$ cat config.mk
export PLATFORM = sky130hd
export DESIGN_NAME = wb_reg_bank
export DESIGN_NICKNAME = d
export VERILOG_FILES = /design/src/rtl/wb_reg_bank.sv
export SDC_FILE = /design/constraint.sdc
export NUM_CORES = 1
export LEC_CHECK = 0
export ABC_AREA = 0
export CORE_AREA = 3 3 245 247
export CTS_CLUSTER_SIZE = 30
export DETAILED_ROUTE_END_ITERATION = 10
export DIE_AREA = 0 0 248 250
export PLACE_DENSITY = 0.49
export SYNTH_ARGS = -nofsm -noshare
export SYNTH_HDL_FRONTEND = slang
export SYNTH_SLANG_ARGS = --single-unit
$ cat constraint.sdc
create_clock -name p_clk -period 14.2 [get_ports p_clk]
set_input_delay 2.84 -clock p_clk [delete_from_list [all_inputs] [get_ports p_clk]]
set_output_delay 2.84 -clock p_clk [all_outputs]
set_load 0.005 [all_outputs]
$ cat src/rtl/wb_reg_bank.sv
// Wishbone classic slave with NREGS 32-bit control/status registers at BASE_ADDR.
// Supports byte-lane writes, self-clearing pulse registers, read-only status words, and ERR on bad accesses.
module wb_reg_bank #(
  parameter logic [31:0]      BASE_ADDR  = 32'hb000_0000,
  parameter int               NREGS      = 8,
  parameter logic [NREGS-1:0] PULSE_MASK = 8'b0000_1010,
  parameter logic [NREGS-1:0] RO_MASK    = 8'b1000_0000
) (
  input  logic                   p_clk,
  input  logic                   p_reset,
  input  logic [31:0]            p_wb_DAT_I,
  output logic [31:0]            p_wb_DAT_O,
  input  logic [31:0]            p_wb_ADR_I,
  output logic                   p_wb_ACK_O,
  output logic                   p_wb_ERR_O,
  output logic                   p_wb_RTY_O,
  input  logic                   p_wb_CYC_I,
  input  logic                   p_wb_STB_I,
  input  logic                   p_wb_WE_I,
  input  logic [3:0]             p_wb_SEL_I,
  input  logic                   p_wb_LOCK_I,
  output logic [32*NREGS-1:0]    regs_o,
  output logic [NREGS-1:0]       wr_stb_o,
  input  logic [32*NREGS-1:0]    status_i
);

  localparam int          IDXW      = (NREGS > 1) ? $clog2(NREGS) : 1;
  localparam logic [32:0] BASE_EXT  = {1'b0, BASE_ADDR};
  localparam logic [32:0] LIMIT_EXT = BASE_EXT + 33'(4 * NREGS);

  typedef enum logic [0:0] {IDLE = 1'b0, RESP = 1'b1} state_t;

  state_t            state_r;
  state_t            state_nx_s;
  logic              req_s;
  logic [32:0]       adr_ext_s;
  logic [31:0]       off_s;
  logic [IDXW-1:0]   idx_s;
  logic              hit_s;
  logic              wr_ok_s;
  logic              rd_ok_s;
  logic [31:0]       rd_data_s;
  logic [NREGS-1:0]  wr_en_s;
  logic [31:0]       regs_r [NREGS];
  logic              ack_r;
  logic              err_r;
  logic [31:0]       dat_r;
  logic [NREGS-1:0]  wr_stb_r;
  logic              unused_s;

  // The upper-bound compare runs in 33 bits so a bank ending at 2^32 does not wrap.
  assign adr_ext_s = {1'b0, p_wb_ADR_I};
  assign off_s     = p_wb_ADR_I - BASE_ADDR;
  assign idx_s     = off_s[IDXW+1:2];
  assign hit_s     = (adr_ext_s >= BASE_EXT) && (adr_ext_s < LIMIT_EXT) && (p_wb_ADR_I[1:0] == 2'b00);
  assign unused_s  = ^{p_wb_LOCK_I, off_s[31:IDXW+2], off_s[1:0]};

  // State register.
  always_ff @(posedge p_clk or posedge p_reset) begin
    if (p_reset) begin
      state_r <= IDLE;
    end else begin
      state_r <= state_nx_s;
    end
  end

  // Next-state logic and request qualification.
  always_comb begin
    state_nx_s = IDLE;
    req_s      = 1'b0;
    case (state_r)
      IDLE: begin
        if (p_wb_CYC_I && p_wb_STB_I) begin
          req_s      = 1'b1;
          state_nx_s = RESP;
        end else begin
          req_s      = 1'b0;
          state_nx_s = IDLE;
        end
      end
      RESP:    state_nx_s = IDLE;
      default: state_nx_s = IDLE;
    endcase
  end

  // Access classification and read-data selection.
  always_comb begin
    wr_ok_s   = 1'b0;
    rd_ok_s   = 1'b0;
    rd_data_s = 32'h0000_0000;
    if (hit_s) begin
      if (p_wb_WE_I) begin
        wr_ok_s = ~RO_MASK[idx_s];
      end else begin
        rd_ok_s   = 1'b1;
        rd_data_s = RO_MASK[idx_s] ? status_i[{idx_s, 5'b00000} +: 32] : regs_r[idx_s];
      end
    end else begin
      wr_ok_s = 1'b0;
    end
  end

  // One-hot write enable for the addressed register.
  always_comb begin
    wr_en_s = {NREGS{1'b0}};
    for (int i = 0; i < NREGS; i++) begin
      if (req_s && wr_ok_s && (idx_s == IDXW'(i))) begin
        wr_en_s[i] = 1'b1;
      end else begin
        wr_en_s[i] = 1'b0;
      end
    end
  end

  // Register storage; pulse registers fall back to zero on every cycle they are not written.
  always_ff @(posedge p_clk or posedge p_reset) begin
    if (p_reset) begin
      for (int i = 0; i < NREGS; i++) begin
        regs_r[i] <= 32'h0000_0000;
      end
    end else begin
      for (int i = 0; i < NREGS; i++) begin
        if (wr_en_s[i]) begin
          for (int k = 0; k < 4; k++) begin
            if (p_wb_SEL_I[k]) begin
              regs_r[i][8*k +: 8] <= p_wb_DAT_I[8*k +: 8];
            end
          end
        end else if (PULSE_MASK[i]) begin
          regs_r[i] <= 32'h0000_0000;
        end
      end
    end
  end

  // Registered termination, read data and write strobes.
  always_ff @(posedge p_clk or posedge p_reset) begin
    if (p_reset) begin
      ack_r    <= 1'b0;
      err_r    <= 1'b0;
      dat_r    <= 32'h0000_0000;
      wr_stb_r <= {NREGS{1'b0}};
    end else begin
      ack_r    <= req_s & (wr_ok_s | rd_ok_s);
      err_r    <= req_s & ~(wr_ok_s | rd_ok_s);
      wr_stb_r <= wr_en_s;
      if (req_s && rd_ok_s) begin
        dat_r <= rd_data_s;
      end else if (req_s && !wr_ok_s) begin
        dat_r <= 32'h0000_0000;
      end
    end
  end

  for (genvar g = 0; g < NREGS; g++) begin : g_regs_out
    assign regs_o[32*g +: 32] = regs_r[g];
  end

  // A master that abandons the cycle sees no termination.
  assign p_wb_ACK_O = ack_r & p_wb_CYC_I;
  assign p_wb_ERR_O = err_r & p_wb_CYC_I;
  assign p_wb_RTY_O = 1'b0;
  assign p_wb_DAT_O = dat_r;
  assign wr_stb_o   = wr_stb_r;

endmodule

; Yosys cells after proc, flatten, opt, wreduce, memory -nomap -nowiden
; Memory sizes are Yosys's and may differ from the RTL's.
; Index checks and enable logic that the tools add are counted.
[word_totals]
reg_bits = 299
rom_bits = 8
inputBits = 330
output_inout_bits = 299
wordCells = 140
n_memories = 1
[op_classes]
n_addsub = 1
magnitude_cmp = 4
eq_ne = 15
shift = 1
mux = 30
n_bitwise = 9
n_reduce_logical = 42
[memory_table]
columns = memory, words, word_bits, read_ports, rd_clocked_by_memory_dff, write_ports, line_no
row1 = (name not given), 8, 1, 1, 0, 0, 96  ; rd_data_s = RO_MASK[idx_s] ? status_i[{idx_s, 5'b00000} +: 32] : regs_r[idx_s];
[ops]
columns = operator, count
row1 = $mux W32, 9
row2 = $shiftx A256 B9 Y32, 1
row3 = $bmux W32 S3, 1
row4 = $reduce_and A2 Y1, 24
row5 = $ge A32 B32 Y1 const B, 1
row6 = $lt A32 B32 Y1 const B, 1
row7 = $mux W8, 4
row8 = $ne A2 B2 Y1 const B, 8
row9 = $mux W1, 15
row10 = $logic_and A1 B1 Y1, 14
row11 = $eq A3 B3 Y1 const B, 4
row12 = $eq A3 B2 Y1 const B, 2
row13 = $sub A5 B1 Y5 const B, 1
row14 = $and A1 B1 Y1, 4
row15 = $ge A4 B4 Y1 const B, 1
row16 = $lt A3 B4 Y1 const B, 1
row17 = $not A3 Y4, 1
row18 = $eq A3 B1 Y1 const B, 1
row19 = $logic_not A3 Y1, 1
row20 = $not A1 Y1, 3
row21 = $logic_not A2 Y1, 1
row22 = $pmux W1 S2, 1
row23 = $reduce_bool A2 Y1, 1
row24 = $logic_not A1 Y1, 1
row25 = $or A1 B1 Y1, 1

; Depth between registers and ports, before layout
; Gate-level depths: netlist of the first run.
[logic_depth]
depth_word = 10
depth_mapped = 7
mapped_depth_nobuf = 4

; Worst setup path before layout of the first run
; Ideal clock, no wire load.
[synth_path]
path_kind = input to output
startpoint = input p_wb_CYC_I
endpoint = output p_wb_ACK_O
arrival_time_ns = 2.965
path_slack_ns = 8.395
cell_stages = 1
path_buffers = 0
cell_sequence = and2_1
[synth_via]
elab_chain_len = 1
[synth_lines]
columns = element, line_no
row1 = start: declaration, 17  ; input logic p_wb_CYC_I,
row2 = $and A1 B1 Y1, 160  ; assign p_wb_ACK_O = ack_r & p_wb_CYC_I;
row3 = end: declaration, 14  ; output logic p_wb_ACK_O,
; No other way between the ends.

; Worst setup path after layout of the first run
; Same ends and word-level chain as after synthesis.

==> impl_results.md, run 1 <==
- CP endpoint kind: primary output
- H-tree levels: 2
- Max stage delay on crit path: 0.59 ns
- Crit path buf inv count: 2
- Post-synth top area cell: dfrtp_1
- CP Max Fanout: 5
- Setup bufs post-CTS: 0
- Num ports: 629
- Synth Area in XOR/XNOR: 0%
- DR iter-0 viols: 577
- Unrepaired setup endpoints after global routing: no
- Antenna Cells: 0
- VDD IR max: 0.08791 mV
- Synth Area in Compound Gates: 6.564%
- Die Y: 250 um
- Longest Clk Path Bufs: 3
- Drt total wl: 52550 um
- Synth async-reset ratio: 100.0%
- DRC violations left: 0
- CP Data Required Time: 11.36 ns
- Worst-Skew Late Latency: 0.56 ns
- Crit start category: primary input
- Worst Hold Slack: 0.3721 ns
- Drt first pass iters: 5
- Synth warn: 0
- Setup CP Type: in -> out
- Worst slew pin tran: 1.044 ns
- Initial antenna violation count: 1
- Number of global-route vias before repair: 10.26k
- Area of the multi-input gates: 5290 um2
- Number of nets in the layout: 1674
- CTS buffer count: 38
- Slew HR: 29.90%
- Via density: 4.573
- Antenna viol nets, final: 0
- Most used cell along the critical path: clkdlybuf4s50_1
- Placed Cells: 2069
- Die area: 62000 um2
- Fmax: 0.1430 GHz
- Vias after detailed routing: 9777
- Leakage: 8.438 nW
- Endpoints failing setup: 0
- Layout fillers: 5745
- # resized after CTS: 0
- Top post-synthesis cells by area: dfrtp_1 57%, mux2_2 14%, mux4_2 6.2%
- Synth Register Bits: 299
- Final min period: 6.995 ns
- Total GRT Usage: 16.67%
- Worst clock skew: 0.02165 ns
- Reg clk slew, reported paths: 0.05 ns
- Share of cells above drive strength 1: 23.31%
- CTS Sinks: 299
- Most used flip-flop cell after synthesis: dfrtp_1
- Largest delay share family, worst path: buffers and inverters
- Final std cells w/o fill: 2138
- Area Overhead vs Synth: 46.64%
- Adder-cell share of the synthesized area: 0%
- Starting density of the core: 22.69%
- Hold Path Class: reg -> reg
- CP Cell Sequence: clkdlybuf4s50_1, and2_1, clkdlybuf4s50_1
- CTS tree: built
- Largest family of logic cells by synthesized area: multiplexers
- Post-synthesis sequential area ratio: 57.06%
- Slew Limit Fails: 0
- Remaining global-route overflow: 0
- WP data arrival: 4.16 ns
- Die X-Extent: 248 um
- Placer Congestion: 0.7497
- Largest net degree at the start of global routing: 104
- PortBufs: 402
- Power Density: 102.6 nW/um2
- EDFF count, synth: 0
- Gate Count Post-Synth: 967
- Final setup TNS: 0 ns
- Pwr Total: 0.001973 W
- Global-route wire length before repair: 75440 um
- DR WL/cell: 24.58 um
- Post-synth cell types: 37
- Synth top area share: 57.06%
- Worst path slowest cell: clkdlybuf4s50_1
- Average cell area after synthesis: 13.56 um2
- Final Hold Viols: 0
- Row Count: 88
- CTS hold repair buffers: 0
- Status: finished clean
- Mux contribution to synthesized area: 25.97%
- Final worst-path cycle share: 49.26%
- Post-layout util: 33.27%
- FF+latch area: 7482 um2
- Post-DP HPWL: 35420 um
- Count of max-cap constraint violations: 0
- Core Region: 57810 um2
- Root Driver: clkbuf_16
- Simple-gate area share of the yosys netlist: 7.490%
- Synthesized area: 13110 um2
==> registers in the layout, indices dropped and copies added (netlist names) <==
| name | cells |
|---|---|
| p_wb_DAT_O | 32 |
| regs_o | 256 |
| ack_r | 1 |
| state_r | 1 |
| wr_stb_o | 8 |
| err_r | 1 |
==> worst register-to-register path, stage by stage, from the launching register on <==
cell	delay, ns
dfrtp_1	0.38
nand4b_1	0.67
nor4_1	0.46
nand3_1	0.65
mux2_2	0.53
==> stage by stage <==
stage | setup slack, ns | area [um2]
floorplan | 3.099 | 13120
global placement | 7.225 | 17930
detailed placement | 7.224 | 17930
CTS | 7.212 | 19230
global route | 7.173 | 19230
finish | 7.205 | 19230
==> cells by family after synthesis <==
logic type / Yosys count
flip-flops: 299
other: 1
AND/OR/NAND/NOR: 177
buffers and inverters: 94
AO/OA/AOI/OAI: 126
multiplexers: 270
==> final cells by class <==
cell class | count | area share, %
inverters | 8 | 0.1952
clock inverters | 17 | 1.152
well taps | 765 | 4.978
flip-flops and latches | 299 | 38.91
repair buffers | 422 | 21.67
multi-input cells | 575 | 27.51
clock buffers | 52 | 5.583
==> cells in the final DEF (no fill, tap or decap), drive strengths merged, types with 4 or more instances in the layout <==
master         count
clkdlybuf4s50    399
nor2b              4
mux2i             56
mux4              36
a21oi             65
a221oi            14
clkbuf            52
inv                7
nand3             15
a22o              46
mux2             178
clkinv            13
nor2               6
dfrtp            299
nand4              4
and4               4
nor3               9
bufinv             4
nand2            103
buf               23
nor4              17
==> where the power goes <==
part           internal [W]  switching (W)
clock network      0.000607       0.000394
registers          0.000853    0.000000168
logic             0.0000468      0.0000730
==> synthesized netlist by cell type (all sizes together) (2+ instances only) <==
cell,count
a21oi,65
a221oi,14
a22o,46
and2,3
and3,2
and4,4
buf,20
clkbuf,66
clkinv,4
dfrtp,299
inv,4
mux2,178
mux2i,56
mux4,36
nand2,103
nand2b,2
nand3,15
nand4,4
nand4b,3
nor2,6
nor2b,4
nor3,9
nor4,17
nor4b,3
==> routing by layer <==
metal / global-route usage [%] / vias to the layer above / share of wire [%]
met3: 3.750 / 70 / 6.2
li1: - / 4302 / -
met4: 4.652 / 2 / 2.1
met5: 0 / - / 0.025
met1: 21.90 / 5070 / 43
met2: 27.51 / 333 / 48
==> path summary, 6_finish.rpt <==
check,slack (ns),startpoint,to,depth (start not counted)
max,7.20,p_wb_CYC_I,p_wb_ACK_O,3
min,0.37,regs_o[234],regs_o[234],0
max reg2reg,11.38,state_r,regs_o[145],4
min reg2reg,0.37,regs_o[234],regs_o[234],0
max in group asynchronous,9.03,p_reset,regs_o[76],4
min in group asynchronous,2.79,p_reset,regs_o[247],2
Power figures use the tool's default switching activity.
==> inputs of run 2 (changes only) <==
==> constraint.sdc (replaced) <==
create_clock -name p_clk -period 6.95 [get_ports p_clk]
set_input_delay 1.39 -clock p_clk [delete_from_list [all_inputs] [get_ports p_clk]]
set_output_delay 1.39 -clock p_clk [all_outputs]
set_load 0.005 [all_outputs]
==> run 2 against run 1 <==
  * Sequential share of layout area is essentially flat
  * Final cell count is essentially flat
  * Hold slack about the same
  * Sequential cell count unchanged
  * Via count rose by 0.41%
  * Routed wire length up 0.25%
  * First-iteration DRC count shrank 31%
  * Combinational power up 100%
  * Critical path depth rose by 2
  * Non-clock buffer count fell by 1
  * Highest routed layer unchanged
  * Clock power up 100%
==> impl_results.md, run 2 (same netlist as run 1, synthesis figures left out) <==
- Status: finished clean
- VDD IR max: 0.1519 mV
- Remaining global-route overflow: 0
- Post-route cell area: 19210 um2
- Most common cell after layout, fill and taps aside: clkdlybuf4s50_1
- Crit start category: primary input
- Count of max-cap constraint violations: 0
- Most frequent cells in the layout: 399 x clkdlybuf4s50_1, 299 x dfrtp_1, 168 x mux2_2, 103 x nand2_1, 65 x a21oi_1
- CTS hold repair buffers: 0
- Reg2Reg Launch Point: state_r
- Setup bufs post-CTS: 0
- Final Hold Viols: 0
- Die Y: 250 um
- DRC violations left: 0
- Final min period: 4.349 ns
- Core Region: 57810 um2
- CP Max Fanout: 24
- Worst-Skew Late Latency: 0.53 ns
- Share of cells above drive strength 1: 23.12%
- Hold Path Class: reg -> reg
- Vias after detailed routing: 9817
- Slew Limit Fails: 0
- Initial antenna violation count: 4
- Worst R2R Path Depth: 4
- Post-DP HPWL: 35370 um
- WP data arrival: 4.77 ns
- Longest Clk Path Bufs: 3
- Via density: 4.596
- Worst Hold Launch: regs_o[234]
- Slew HR: 16.01%
- Reg clk slew, reported paths: 0.05 ns
- Die X-Extent: 248 um
- PortBufs: 402
- CTS buffer count: 38
- Number of global-route vias before repair: 10.26k
- Die area: 62000 um2
- H-tree levels: 2
- CTS tree: built
- CP Data Required Time: 7.37 ns
- Worst slew pin tran: 1.250 ns
- Hold path cells: 0
- Crit. Startpoint: p_wb_ADR_I[2]
- Fmax: 0.2300 GHz
- Row Count: 88
- Endpoints failing setup: 0
- Area Overhead vs Synth: 46.47%
- Num ports: 629
- Post-layout util: 33.23%
- Leakage: 8.421 nW
- Root Driver: clkbuf_16
- Drt first pass iters: 4
- Final setup TNS: 0 ns
- Max reg flops: 256
- Largest net degree at the start of global routing: 115
- Starting density of the core: 22.69%
- Drt total wl: 52680 um
- Antenna Cells: 0
- Final worst-path cycle share: 62.57%
- Antenna viol nets, final: 0
- Power Density: 207.3 nW/um2
- Number of nets in the layout: 1673
- DR WL/cell: 24.66 um
- CTS Sinks: 299
- Global-route wire length before repair: 75240 um
- DR iter-0 viols: 399
- # resized after CTS: 0
- Post-place instance area: 17940 um2
- Placer Congestion: 0.7309
- CP endpoint kind: register
- Worst clock skew: 0.009973 ns
- Setup CP Type: in -> reg
- Unrepaired setup endpoints after global routing: no
- Total GRT Usage: 16.65%
[run 2: through the flow]
stage	setup slack [ns]	power, W	hold slack (ns)	std cells
2_1_floorplan	1.587	0.001888	0.4521	968
3_3_place_gp	2.019	0.002021	0.3637	2068
3_5_place_dp	1.963	0.002024	0.3645	2068
4_1_cts	2.575	0.004066	0.3773	2136
5_1_grt	2.496	0.004143	0.3851	2136
6_report	2.601	0.003983	0.3725	2136
[run 2: power by group]
part	switching [W]	leakage [nW]	internal (W)
combinational	0.000147	3.62	0.0000961
clock	0.000779	0.625	0.00122
sequential	0.000000294	4.18	0.00174
total	0.000927	8.42	0.00306
[run 2: layer usage]
layer | track usage [%] | up-vias | wire (um)
li1 | - | 4312 | -
met1 | 21.83 | 5095 | 22710
met2 | 27.20 | 330 | 25170
met3 | 4.352 | 72 | 3600
met4 | 4.302 | 8 | 1143
met5 | 0 | - | 55
[run 2: area by class of cell]
type	count	area, um2
clock buffers	59	1194
inverters	8	33.78
well taps	765	957.2
fillers	5766	38600
flip-flops and latches	299	7482
clock inverters	9	78.83
repair buffers	421	4173
multi-input cells	575	5290
[run 2: final timing paths]
kind	slack, ns	end
worst min register to register	0.37	regs_o[234]
min in group asynchronous	1.25	regs_o[228]
worst max register to register	4.16	regs_o[166]
worst min-delay path	0.37	regs_o[234]
max in group asynchronous	4.12	regs_o[82]
worst max-delay path	2.60	regs_o[166]
[run 2: worst max-delay path: stages]
cell	delay, ns
buf_4	0.43
nor2b_4	0.81
nand3_1	0.63
nor4_4	1.12
mux2_4	0.35
